File: config.mk
export PLATFORM = sky130hd
export DESIGN_NAME = vga_timing_gen
export DESIGN_NICKNAME = d
export VERILOG_FILES = /design/src/rtl/vga_timing_pkg.sv /design/src/rtl/vga_axis_counter.sv /design/src/rtl/vga_timing_gen.sv
export SDC_FILE = /design/constraint.sdc
export NUM_CORES = 1
export LEC_CHECK = 0
export ABC_AREA = 1
export BUFFER_PORTS_ARGS = -buffer_cell sky130_fd_sc_hd__buf_2
export CAP_MARGIN = 20
export CORE_MARGIN = 2
export CORE_UTILIZATION = 55
export CTS_CLUSTER_DIAMETER = 80
export DETAILED_ROUTE_END_ITERATION = 16
export PLACE_DENSITY = 0.79
export SETUP_SLACK_MARGIN = 0.1
export SYNTH_ARGS = -nofsm -noshare
export SYNTH_HDL_FRONTEND = slang
export SYNTH_HIERARCHICAL = 1
export SYNTH_SLANG_ARGS = --single-unit
export TNS_END_PERCENT = 5
File: constraint.sdc
create_clock -name clk -period 3.43 [get_ports clk]
set_clock_uncertainty 0.15 [all_clocks]
set_input_delay 0.1715 -clock clk [delete_from_list [all_inputs] [get_ports clk]]
set_output_delay 0.1715 -clock clk [all_outputs]
set_load 0.05 [all_outputs]
File: src/rtl/vga_timing_pkg.sv
// vga_timing_pkg: standard video mode timings and the axis-total helper
package vga_timing_pkg;

    typedef struct packed {
        int   h_active;
        int   h_fp;
        int   h_sync;
        int   h_bp;
        int   v_active;
        int   v_fp;
        int   v_sync;
        int   v_bp;
        logic hs_pol;
        logic vs_pol;
    } vga_mode_t;

    localparam vga_mode_t MODE_640X480_60 = '{640, 16, 96, 48, 480, 10, 2, 33, 1'b0, 1'b0};
    localparam vga_mode_t MODE_800X600_72 = '{800, 56, 120, 64, 600, 37, 6, 23, 1'b1, 1'b1};

    function automatic int axis_total(input int active, input int fp, input int sync, input int bp);
        return active + fp + sync + bp;
    endfunction

endpackage

File: src/rtl/vga_axis_counter.sv
// vga_axis_counter: one timing axis (pixels of a line or lines of a frame).
// in_active/sync are decoded from the next count so the parent can register them in step with count.
module vga_axis_counter
    import vga_timing_pkg::*;
#(
    parameter int ACTIVE = 640,
    parameter int FP     = 16,
    parameter int SYNC   = 96,
    parameter int BP     = 48,
    parameter bit POL    = 1'b0,
    parameter int W      = 10
) (
    input  logic         clk,
    input  logic         reset,
    input  logic         step,
    output logic [W-1:0] count,
    output logic         wrap,
    output logic         in_active,
    output logic         sync
);
    localparam int         TOTAL  = axis_total(ACTIVE, FP, SYNC, BP);
    localparam logic [W:0] LAST   = (W+1)'(TOTAL - 1);
    localparam logic [W:0] A_END  = (W+1)'(ACTIVE);
    localparam logic [W:0] S_BEG  = (W+1)'(ACTIVE + FP);
    localparam logic [W:0] S_END  = (W+1)'(ACTIVE + FP + SYNC);

    logic [W-1:0] count_q, count_d;

    always_comb begin
        wrap      = step && ({1'b0, count_q} == LAST);
        count_d   = wrap ? '0 : count_q + W'(step);
        in_active = {1'b0, count_d} < A_END;
        sync      = ({1'b0, count_d} >= S_BEG && {1'b0, count_d} < S_END) ? POL : ~POL;
    end

    // Park on the last back-porch position so the first step wraps to 0.
    always_ff @(posedge clk or negedge reset) begin
        if (!reset)
            count_q <= W'(TOTAL - 1);
        else
            count_q <= count_d;
    end

    assign count = count_q;

endmodule

File: src/rtl/vga_timing_gen.sv
// vga_timing_gen: parametrised VGA timing with pixel prescaler, line/frame strobes and frame counter
module vga_timing_gen
    import vga_timing_pkg::*;
#(
    parameter int H_ACTIVE = MODE_640X480_60.h_active,
    parameter int H_FP     = MODE_640X480_60.h_fp,
    parameter int H_SYNC   = MODE_640X480_60.h_sync,
    parameter int H_BP     = MODE_640X480_60.h_bp,
    parameter int V_ACTIVE = MODE_640X480_60.v_active,
    parameter int V_FP     = MODE_640X480_60.v_fp,
    parameter int V_SYNC   = MODE_640X480_60.v_sync,
    parameter int V_BP     = MODE_640X480_60.v_bp,
    parameter bit HS_POL   = MODE_640X480_60.hs_pol,
    parameter bit VS_POL   = MODE_640X480_60.vs_pol,
    parameter int CLK_DIV  = 2,
    parameter int CNT_W    = 10,
    parameter int FRAME_W  = 16
) (
    input  logic               clk,
    input  logic               reset,
    input  logic               enable,
    output logic [CNT_W-1:0]   hcount,
    output logic [CNT_W-1:0]   vcount,
    output logic               vid,
    output logic               hs,
    output logic               vs,
    output logic               pix_ce,
    output logic               line_start,
    output logic               frame_start,
    output logic [FRAME_W-1:0] frame_cnt
);
    localparam int H_TOTAL   = axis_total(H_ACTIVE, H_FP, H_SYNC, H_BP);
    localparam int V_TOTAL   = axis_total(V_ACTIVE, V_FP, V_SYNC, V_BP);
    localparam int MAX_TOTAL = H_TOTAL > V_TOTAL ? H_TOTAL : V_TOTAL;
    localparam int PW        = CLK_DIV > 1 ? $clog2(CLK_DIV) : 1;

    if (CLK_DIV < 1 || CNT_W < 1 || FRAME_W < 1 || H_SYNC < 1 || V_SYNC < 1 ||
        (CNT_W < 31 && (1 << CNT_W) < MAX_TOTAL)) begin : g_param_check
        $fatal(1, "vga_timing_gen: illegal parameter set");
    end

    logic [PW-1:0]      pre_q, pre_d;
    logic [FRAME_W-1:0] frame_cnt_q, frame_cnt_d;
    logic               vid_q, vid_d, hs_q, vs_q;
    logic               pix_ce_q, line_start_q, frame_start_q;
    logic               tick, h_wrap, v_wrap, h_act, v_act, h_sync, v_sync;

    vga_axis_counter #(
        .ACTIVE(H_ACTIVE), .FP(H_FP), .SYNC(H_SYNC), .BP(H_BP), .POL(HS_POL), .W(CNT_W)
    ) u_h (
        .clk(clk), .reset(reset), .step(tick),
        .count(hcount), .wrap(h_wrap), .in_active(h_act), .sync(h_sync)
    );

    vga_axis_counter #(
        .ACTIVE(V_ACTIVE), .FP(V_FP), .SYNC(V_SYNC), .BP(V_BP), .POL(VS_POL), .W(CNT_W)
    ) u_v (
        .clk(clk), .reset(reset), .step(h_wrap),
        .count(vcount), .wrap(v_wrap), .in_active(v_act), .sync(v_sync)
    );

    // A vertical wrap only happens on a horizontal wrap, so it marks the new (0,0).
    always_comb begin
        tick        = enable && (pre_q == PW'(CLK_DIV - 1));
        pre_d       = !enable ? pre_q : tick ? '0 : pre_q + PW'(1);
        frame_cnt_d = frame_cnt_q + FRAME_W'(v_wrap);
        vid_d       = h_act && v_act;
    end

    always_ff @(posedge clk or negedge reset) begin
        if (!reset) begin
            pre_q         <= '0;
            frame_cnt_q   <= '0;
            vid_q         <= 1'b0;
            hs_q          <= ~HS_POL;
            vs_q          <= ~VS_POL;
            pix_ce_q      <= 1'b0;
            line_start_q  <= 1'b0;
            frame_start_q <= 1'b0;
        end else begin
            pre_q         <= pre_d;
            frame_cnt_q   <= frame_cnt_d;
            vid_q         <= vid_d;
            hs_q          <= h_sync;
            vs_q          <= v_sync;
            pix_ce_q      <= tick;
            line_start_q  <= h_wrap;
            frame_start_q <= v_wrap;
        end
    end

    assign vid         = vid_q;
    assign hs          = hs_q;
    assign vs          = vs_q;
    assign pix_ce      = pix_ce_q;
    assign line_start  = line_start_q;
    assign frame_start = frame_start_q;
    assign frame_cnt   = frame_cnt_q;

endmodule

==> results of run 1 <==
-- critical path: stages --
cell and delay (ns):
dlygate4sd3_1 0.52, buf_2 0.11, nand2_1 0.04, inv_1 0.11, nand2_1 0.07, nor2_1 0.20
nand3_4 0.15, inv_1 0.14, nand2_1 0.07, nor2_1 0.08, nand3_1 0.14, inv_1 0.22
ha_1 0.22, ha_1 0.20, nand3_2 0.13, nor2_2 0.17, nand3_1 0.10, nand2_1 0.08
nand2_1 0.05
-- area by class of cell --
cell class	instances	area share
timing repair buffer	46	0.0875
clock buffer	6	0.0301
sequential	43	0.397
clock inverter	2	0.0128
inverter	50	0.0684
tap	50	0.0228
multi-input combinational	205	0.381
-- logic make-up (layout without fill, tap and decap cells) --
group	Yosys count	in the layout	synth area share
DFF	43	43	0.468
adders and majority gates	7	7	0.0376
xor gates and xnor gates	11	11	0.0413
and+or+nand+nor	182	182	0.358
buffers and inverters	51	104	0.0837
AOI/OAI and AO/OA	5	5	0.0118
-- placed cells by master, fill, tap and decap left out --
| cell type | n |
|---|---|
| nand2_1 | 82 |
| inv_1 | 46 |
| buf_2 | 44 |
| nor2_1 | 41 |
| dfrtp_1 | 31 |
| nand3_1 | 22 |
| nor2_2 | 12 |
| dfstp_2 | 12 |
| nand2_2 | 9 |
| ha_1 | 7 |
| nand4_1 | 6 |
| xor2_1 | 6 |
| clkbuf_8 | 6 |
| xnor2_1 | 5 |
| inv_2 | 4 |
| nor2_4 | 3 |
| o21ai_1 | 3 |
| nor3_1 | 3 |
| nand3_2 | 2 |
| dlygate4sd3_1 | 2 |
| nand3b_1 | 1 |
| bufinv_16 | 1 |
| clkinv_2 | 1 |
| nand3_4 | 1 |
| o21ai_0 | 1 |
| o21bai_1 | 1 |
-- worst paths after layout --
path                            slack [ns]       endpoint           from
worst min register to register        0.37  frame_cnt[15]  frame_cnt[15]
min in group asynchronous             0.39   u_v/count[5]          reset
max in group asynchronous             2.17  frame_cnt[14]          reset
worst max register to register        0.60  frame_cnt[14]   u_h/count[3]
worst min-delay path                  0.37  frame_cnt[15]  frame_cnt[15]
worst max-delay path                  0.49  frame_cnt[14]         enable
-- layer usage --
metal  share of wire  vias up  wire length [um]  global-route usage
met1            0.47      906              2190               0.292
met2            0.47       46              2220               0.338
li1                -     1012                 -                   -
met3           0.049        6               232              0.0599
met4           0.011        0                52              0.0632
met5               0        -                 0                   0
-- report_power, final --
group	total [mW]	switching (mW)	internal, mW
combinational	0.503	0.382	0.121
clock	0.410	0.175	0.236
sequential	0.662	0.0675	0.594
-- sequential cells by signal, indices dropped and copies added (netlist names) --
name	count
vid	1
pix_ce	1
pre_q	1
u_h/count	10
u_v/count	10
frame_start	1
hs	1
vs	1
line_start	1
frame_cnt	16
-- through the flow --
stage          setup slack [ns]  utilization  total power, mW
2_1_floorplan             0.642            -             1.06
3_3_place_gp              0.725        0.647             1.16
3_5_place_dp              0.617        0.647             1.17
4_1_cts                   0.495        0.681             1.58
5_1_grt                   0.185        0.681             1.68
6_report                  0.488        0.681             1.58
-- what timing repair did --
action	CTS	global route
hold buffers	2	0
endpoints found under the hold margin	33	0
setup endpoints to repair	0	0
==> qor.csv, run 1 <==
metric,value,unit
synth_edf_count,0,
chipWidth,69.1,um
leakagePower,1.47,nW
fin_area,2750,um2
drv_slew,0,
hold_viol,0,
cp_data_arrival_time,2.98,ns
synth.most_common_cell,nand2_1,
cts-buffers-inserted,5,
final-setup-viol-count,0,
end_kind,flop,
multi_input_area,1050,um2
clk_latency,0.30,ns
min_period,2.94,ns
worst_pin_slew,0.909,ns
drt_iter0_markers,129,
outcome,finished clean,
ctsResizeCount,0,
wirelength,4690,um
hold_class,reg -> reg,
antenna_left,0,
grt_max_degree,44,
htree_levels,2,
grt_first_pass_wirelength,8280,um
grt_pass1_vias,1777,
pin_count,45,
worstSetupPathType,in -> reg,
yosysUniqueCellTypes,22,
slew_headroom,0.394,
p_per_area,574,nW/um2
placed_area,2610,um2
synthCells,299,
clk_path_buf_depth,2,
synth_top_area_share,0.333,
ys_async_sr_fraction,1.00,
netlist_top_cells_count,"nand2_1, inv_1, nor2_1, dfrtp_1, nand3_1",
gp_congestion,0.868,
path_clk_slew,0.08,ns
die_h,69.1,um
synth-seq-area-share,0.468,
crit_required,3.47,ns
antenna_found_initial,0,
drc,0,
synth_area,2330,um2
ys_ff_latch,43,
fin_crit_sh,0.858,
viasPerCell,4.90,
start_util,0.579,
synth_ff_type,dfrtp_1,
areaGrowthSynthToFinish,17.7,%
nets,361,
dp.cells,392,
die_area,4780,um2
max_freq,0.340,GHz
start_kind,input port,
core-area,4030,um2
yosys_warnings,6,
rows,23,
cts-root-buf,clkbuf_8,
grt_overflow,0,
post_cts_buffers,0,
fin_hold_ws,0.369,ns
ys_top_cells_by_area,"dfrtp_1, dfstp_2, nand2_1",
drt_pass1_iterations,4,
drive_above_1_share,0.270,
holdPathStages,2,
hpwl,3480,um
clock-sinks,43,
vias,1970,
ff2ff_path_depth,15,
cts_tree,done,
ir_drop,0.232,mV
portBuffers,44,
rsz0062_at_grt,no,
instances_no_fill,402,
synth_area_leader_cell,dfrtp_1,
avgRoutedWirePerCell,11.7,um
num_antenna_cells,0,
syn_area_per_cell,7.80,um2
syn_nets,309,
tns,0,ns
path_max_fanout,8,
fillCellCount,342,
regArea,1090,um2
track_usage,0.215,
maxCapViolCount,0,
Note: power is estimated with default switching activity, not from simulation.
==> run 2: changes to the inputs <==
ABC_AREA = 0   (was 1)
CORE_MARGIN = default   (was 2)
CORE_UTILIZATION = 54   (was 55)
clock period = 2.99 ns   (was 3.43 ns; I/O delays follow)
==> qor.csv, run 2 <==
metric,value,unit
htree_levels,2,
synthAdderAreaFrac,0.0405,
maxCapViolCount,0,
synth_ff_type,dfrtp_1,
synth_compound_area_frac,0.0573,
grt_max_degree,44,
p_per_area,593,nW/um2
cts-root-buf,clkbuf_8,
synth-seq-area-share,0.505,
hpwl,3070,um
start_kind,flop,
fin_crit_sh,1.01,
cpLargestDelayFamily,simple AND/OR/NAND/NOR gates,
hold_class,reg -> reg,
final-setup-viol-count,3,
leakagePower,1.37,nW
crit_required,3.07,ns
yosys_warnings,6,
pin_count,45,
antenna_left,0,
layout_commonest_cell,buf_2,
fin_area,2790,um2
holdPathStages,1,
synth_top_family_by_area,simple AND/OR/NAND/NOR gates,
portBuffers,44,
drive_above_1_share,0.447,
r2r_slack,-0.04,ns
pwr-share-seq,0.443,
netlist_top_cells_count,"dfrtp_1, nand2_1, nand3_1, xor2_1, nor2_1",
synth_area,2160,um2
start_util,0.577,
areaGrowthSynthToFinish,29.0,%
ir_drop,0.480,mV
core-area,3740,um2
path_cells,"or4b_4, or2_4, nor2_4, nand4b_1, nor3_4, ha_4, nand3_1, nor4_2, xor2_1",
cp_data_arrival_time,3.12,ns
switching_power,0.579,mW
dp_slack,0.0782,ns
rows,22,
critical-path-slowest-cell,dfstp_2,
yosysUniqueCellTypes,43,
final_util,0.745,
num_antenna_cells,0,
slew_headroom,0.381,
grt_pass1_vias,1532,
worstSetupPathType,reg -> reg,
p_int,1.07,mW
wirelength,5080,um
r2r_start,u_h/count[0],
chipWidth,65.3,um
synth_edf_count,0,
hold_viol,0,
clk_path_buf_depth,2,
largest_reg_flops,16,
synthSimpleGateAreaFrac,0.282,
drc,0,
clock-sinks,43,
worst_pin_slew,0.929,ns
rsz0062_at_grt,yes,
cts-buffers-inserted,5,
die_area,4260,um2
p_clk_frac,0.293,
syn_nets,204,
die_h,65.3,um
synthXorXnorAreaFrac,0.0973,
drt_pass1_iterations,5,
drt_iter0_markers,220,
r2r-end,frame_cnt[15],
path_max_fanout,3,
synth.most_common_cell,dfrtp_1,
outcome,"complete, but fails checks",
viasPerCell,5.81,
track_usage,0.239,
drv_slew,0,
synth_top_area_share,0.359,
muxShareOfSynthArea,0,
vias,1750,
violations,negative setup slack,
ys_top_cells_by_area,"dfrtp_1, dfstp_2, xor2_1",
hold_path_startpoint,pre_q,
syn_area_per_cell,11.1,um2
switching_share,0.350,
min_period,3.03,ns
clk_latency,0.30,ns
synthCells,194,
max_freq,0.330,GHz
gp_congestion,0.890,
ys_ff_latch,43,
placed_area,2460,um2
end_kind,flop,
antenna_found_initial,0,
combinationalPowerShare,0.264,
slowest_delay,0.54,ns
grt_first_pass_wirelength,7480,um
ff2ff_path_depth,9,
hold_end,pre_q,
path_buf_inv,0,
synth_area_leader_cell,dfrtp_1,
timing.final.ws_setup,-0.0429,ns
nets,262,
path_clk_slew,0.09,ns
ys_async_sr_fraction,1.00,
avgRoutedWirePerCell,16.9,um
final_cell_mix,"buf_2, dfrtp_1, nand2_1, xor2_1",
grt_overflow,0,
cts_tree,done,
run 2: cell count changes after synthesis, sizes merged, moves of 3 or more:
| cell | delta |
|---|---|
| nand2 | -73 |
| inv | -49 |
| nor2 | -42 |
| xor2 | +10 |
| or3 | +6 |
| nand3 | -5 |
| nor3 | +5 |
| a21oi | +4 |
| nor4 | +4 |
| and3 | +3 |
| buf | +3 |
| o21ai | +3 |
| xnor2 | +3 |
run 2: area by class of cell:
cell class / instances / area [um2]
multi-input cells: 145 / 1190
flip-flops and latches: 43 / 1090
inverters: 1 / 3.75
clock inverters: 2 / 38.8
clock buffers: 6 / 82.6
well taps: 48 / 60.1
repair buffers: 56 / 319
fillers: 287 / 956
run 2: cell families (layout without fill, tap and decap cells):
logic type	Yosys count	count (layout)
AOI/OAI and AO/OA	19	19
xor gates and xnor gates	24	24
adders and majority gates	7	7
buffers and inverters	6	65
DFF	43	43
and+or+nand+nor	95	95
run 2: worst register-to-register path: cells and delay by family (launching register included):
kind	cells	cell delay, ns
xor+xnor	1	0.17
fa+ha+maj	1	0.22
flops	1	0.54
simple gates	7	1.89
run 2: worst max-delay path by stage:
stage,depth (start not counted),start,to
final,9,u_h/count[0],frame_cnt[15]
after global routing,9,u_h/count[0],frame_cnt[15]
after CTS,9,u_h/count[0],vid
after detailed placement,10,u_h/count[0],vid
after global placement,9,u_h/count[0],vid
after floorplan,11,u_h/count[6],frame_cnt[12]
run 2: metal layers:
layer,vias to the layer above,GRT usage,part of all wire
met5,-,0,0
met4,0,0.114,0.027
met3,14,0.0747,0.049
met2,64,0.339,0.49
met1,861,0.330,0.44
li1,811,-,-
run 2: repair_timing:
item	CTS	global route
setup buffers	0	5
endpoints found under the hold margin	32	0
setup endpoints to repair	1	10
resized for setup	4	21
pin swaps	0	17
hold buffers	2	0
run 2: power by group through the flow:
stage / clock (mW) / combinational (mW) / sequential, mW
after floorplan: 0 / 0.189 / 0.893
after global placement: 0 / 0.425 / 0.741
after detailed placement: 0 / 0.430 / 0.742
after CTS: 0.491 / 0.436 / 0.732
after global routing: 0.518 / 0.476 / 0.745
final: 0.484 / 0.436 / 0.733
run 2: through the flow:
stage	setup TNS (ns)	power [mW]	instances	hold slack, ns
3_3_place_gp	0	1.17	286	0.183
6_report	-0.0441	1.65	301	0.309
3_5_place_dp	0	1.17	286	0.177
2_1_floorplan	-1.23	1.08	194	-0.296
5_1_grt	-0.407	1.74	301	0.332
4_1_cts	0	1.66	296	0.315
==> run 3: changes to the inputs <==
PLACE_DENSITY = 0.88   (was 0.79)
==> qor.csv, run 3 (synthesis gave the netlist of run 2 again) <==
metric,value,unit
largest_reg_flops,16,
chipWidth,65.3,um
fin_crit_sh,0.982,
cpLargestDelayFamily,simple AND/OR/NAND/NOR gates,
slowest_delay,0.55,ns
r2r-end,vid,
outcome,finished clean,
portBuffers,44,
cts-buffers-inserted,5,
grt_overflow,0,
num_antenna_cells,0,
avgRoutedWirePerCell,15.3,um
drc,0,
grt_max_degree,44,
critical-path-slowest-cell,dfstp_2,
nets,260,
cts-root-buf,clkbuf_8,
pin_count,45,
viasPerCell,5.78,
antenna_found_initial,0,
htree_levels,2,
clk_path_buf_depth,2,
areaGrowthSynthToFinish,21.8,%
hold_path_startpoint,frame_cnt[15],
timing.final.ws_setup,0.0547,ns
max_freq,0.341,GHz
final_util,0.703,
start_kind,flop,
final_cell_mix,"buf_2, dfrtp_1, nand2_1, nand3_1, xor2_1",
leakagePower,1.30,nW
cts_tree,done,
hold_viol,0,
r2r_start,u_h/count[0],
slew_headroom,0.398,
die_area,4260,um2
antenna_left,0,
drt_iter0_markers,139,
tns,0,ns
final-setup-viol-count,0,
path_buf_inv,0,
hpwl,3190,um
worstSetupPathType,reg -> reg,
r2r_slack,0.05,ns
crit_required,3.04,ns
path_clk_slew,0.08,ns
clock-sinks,43,
ir_drop,0.343,mV
end_kind,flop,
grt_first_pass_wirelength,7660,um
worst_pin_slew,0.903,ns
dp_slack,-0.0243,ns
maxCapViolCount,0,
drive_above_1_share,0.406,
rows,22,
drt_pass1_iterations,4,
clk_latency,0.30,ns
cp_data_arrival_time,2.99,ns
p_per_area,584,nW/um2
wirelength,4580,um
path_cells,"or4b_4, or2_4, nor2_4, ha_2, nand3_4, or4_1, a21oi_2, a21oi_1, and2_1",
vias,1728,
core-area,3740,um2
track_usage,0.240,
holdPathStages,1,
min_period,2.94,ns
gp_congestion,0.842,
die_h,65.3,um
rsz0062_at_grt,yes,
path_max_fanout,7,
drv_slew,0,
grt_pass1_vias,1622,
layout_commonest_cell,buf_2,
start_util,0.577,
ff2ff_path_depth,9,
hold_class,reg -> reg,
hold_end,frame_cnt[15],
run 3: cell count changes in the layout (fill, tap and decap cells not counted), sizes merged:
cell,change
buf,-2
bufinv,-1
clkinv,+1
clkinvlp,+1
inv,-1
run 3: timing repair:
action                                  4_1_cts  5_1_grt
hold buffers                                  2        0
buffers inserted                              2        0
resized for setup                             6        2
endpoints found under the setup margin        5       10
endpoints found under the hold margin        32        0
pin swaps                                     1        1
run 3: layer usage:
layer,vias to the layer above,GRT usage,wire length [um]
li1,807,-,-
met3,9,0.0694,290
met1,839,0.323,2010
met2,73,0.367,2210
met5,-,0,0
met4,0,0.0897,72
run 3: layout make-up:
type | instances | area, um2
Multi-Input combinational cell | 145 | 1090
Timing Repair Buffer | 54 | 300
Tap cell | 48 | 60.1
Sequential cell | 43 | 1090
Clock inverter | 2 | 12.5
Fill cell | 295 | 1110
Clock buffer | 6 | 72.6
Inverter | 1 | 3.75
run 3: report_power, final:
group | internal, mW | total [mW] | switching, mW | leakage (nW)
registers | 0.664 | 0.735 | 0.0710 | 0.547
logic | 0.134 | 0.440 | 0.307 | 0.708
clock network | 0.163 | 0.361 | 0.197 | 0.0412
run 3: worst register-to-register path: cells and delay by family, from the launching register on:
| kind | cells | cell delay [ns] |
|---|---|---|
| and+or+nand+nor | 6 | 1.64 |
| AOI/OAI and AO/OA | 2 | 0.26 |
| adders and majority gates | 1 | 0.24 |
| DFF | 1 | 0.55 |
run 3: worst max path at each step:
stage                     depth (start not counted)  slack, ns         start             to
final                                             9       0.05  u_h/count[0]            vid
after global routing                             10      -0.03  u_h/count[0]  frame_cnt[12]
after CTS                                        10       0.07  u_h/count[0]            vid
after detailed placement                         10      -0.02  u_h/count[0]            vid
after global placement                           10       0.14  u_h/count[0]            vid
after floorplan                                  11      -0.19  u_h/count[6]  frame_cnt[12]
run 3: per-stage QoR:
stage	hold WS, ns	cells	instance area (um2)	total power, mW
2_1_floorplan	-0.296	194	2170	1.08
3_3_place_gp	0.181	287	2460	1.16
3_5_place_dp	0.180	287	2460	1.18
4_1_cts	0.318	299	2620	1.55
5_1_grt	0.346	299	2630	1.62
6_report	0.317	299	2630	1.54
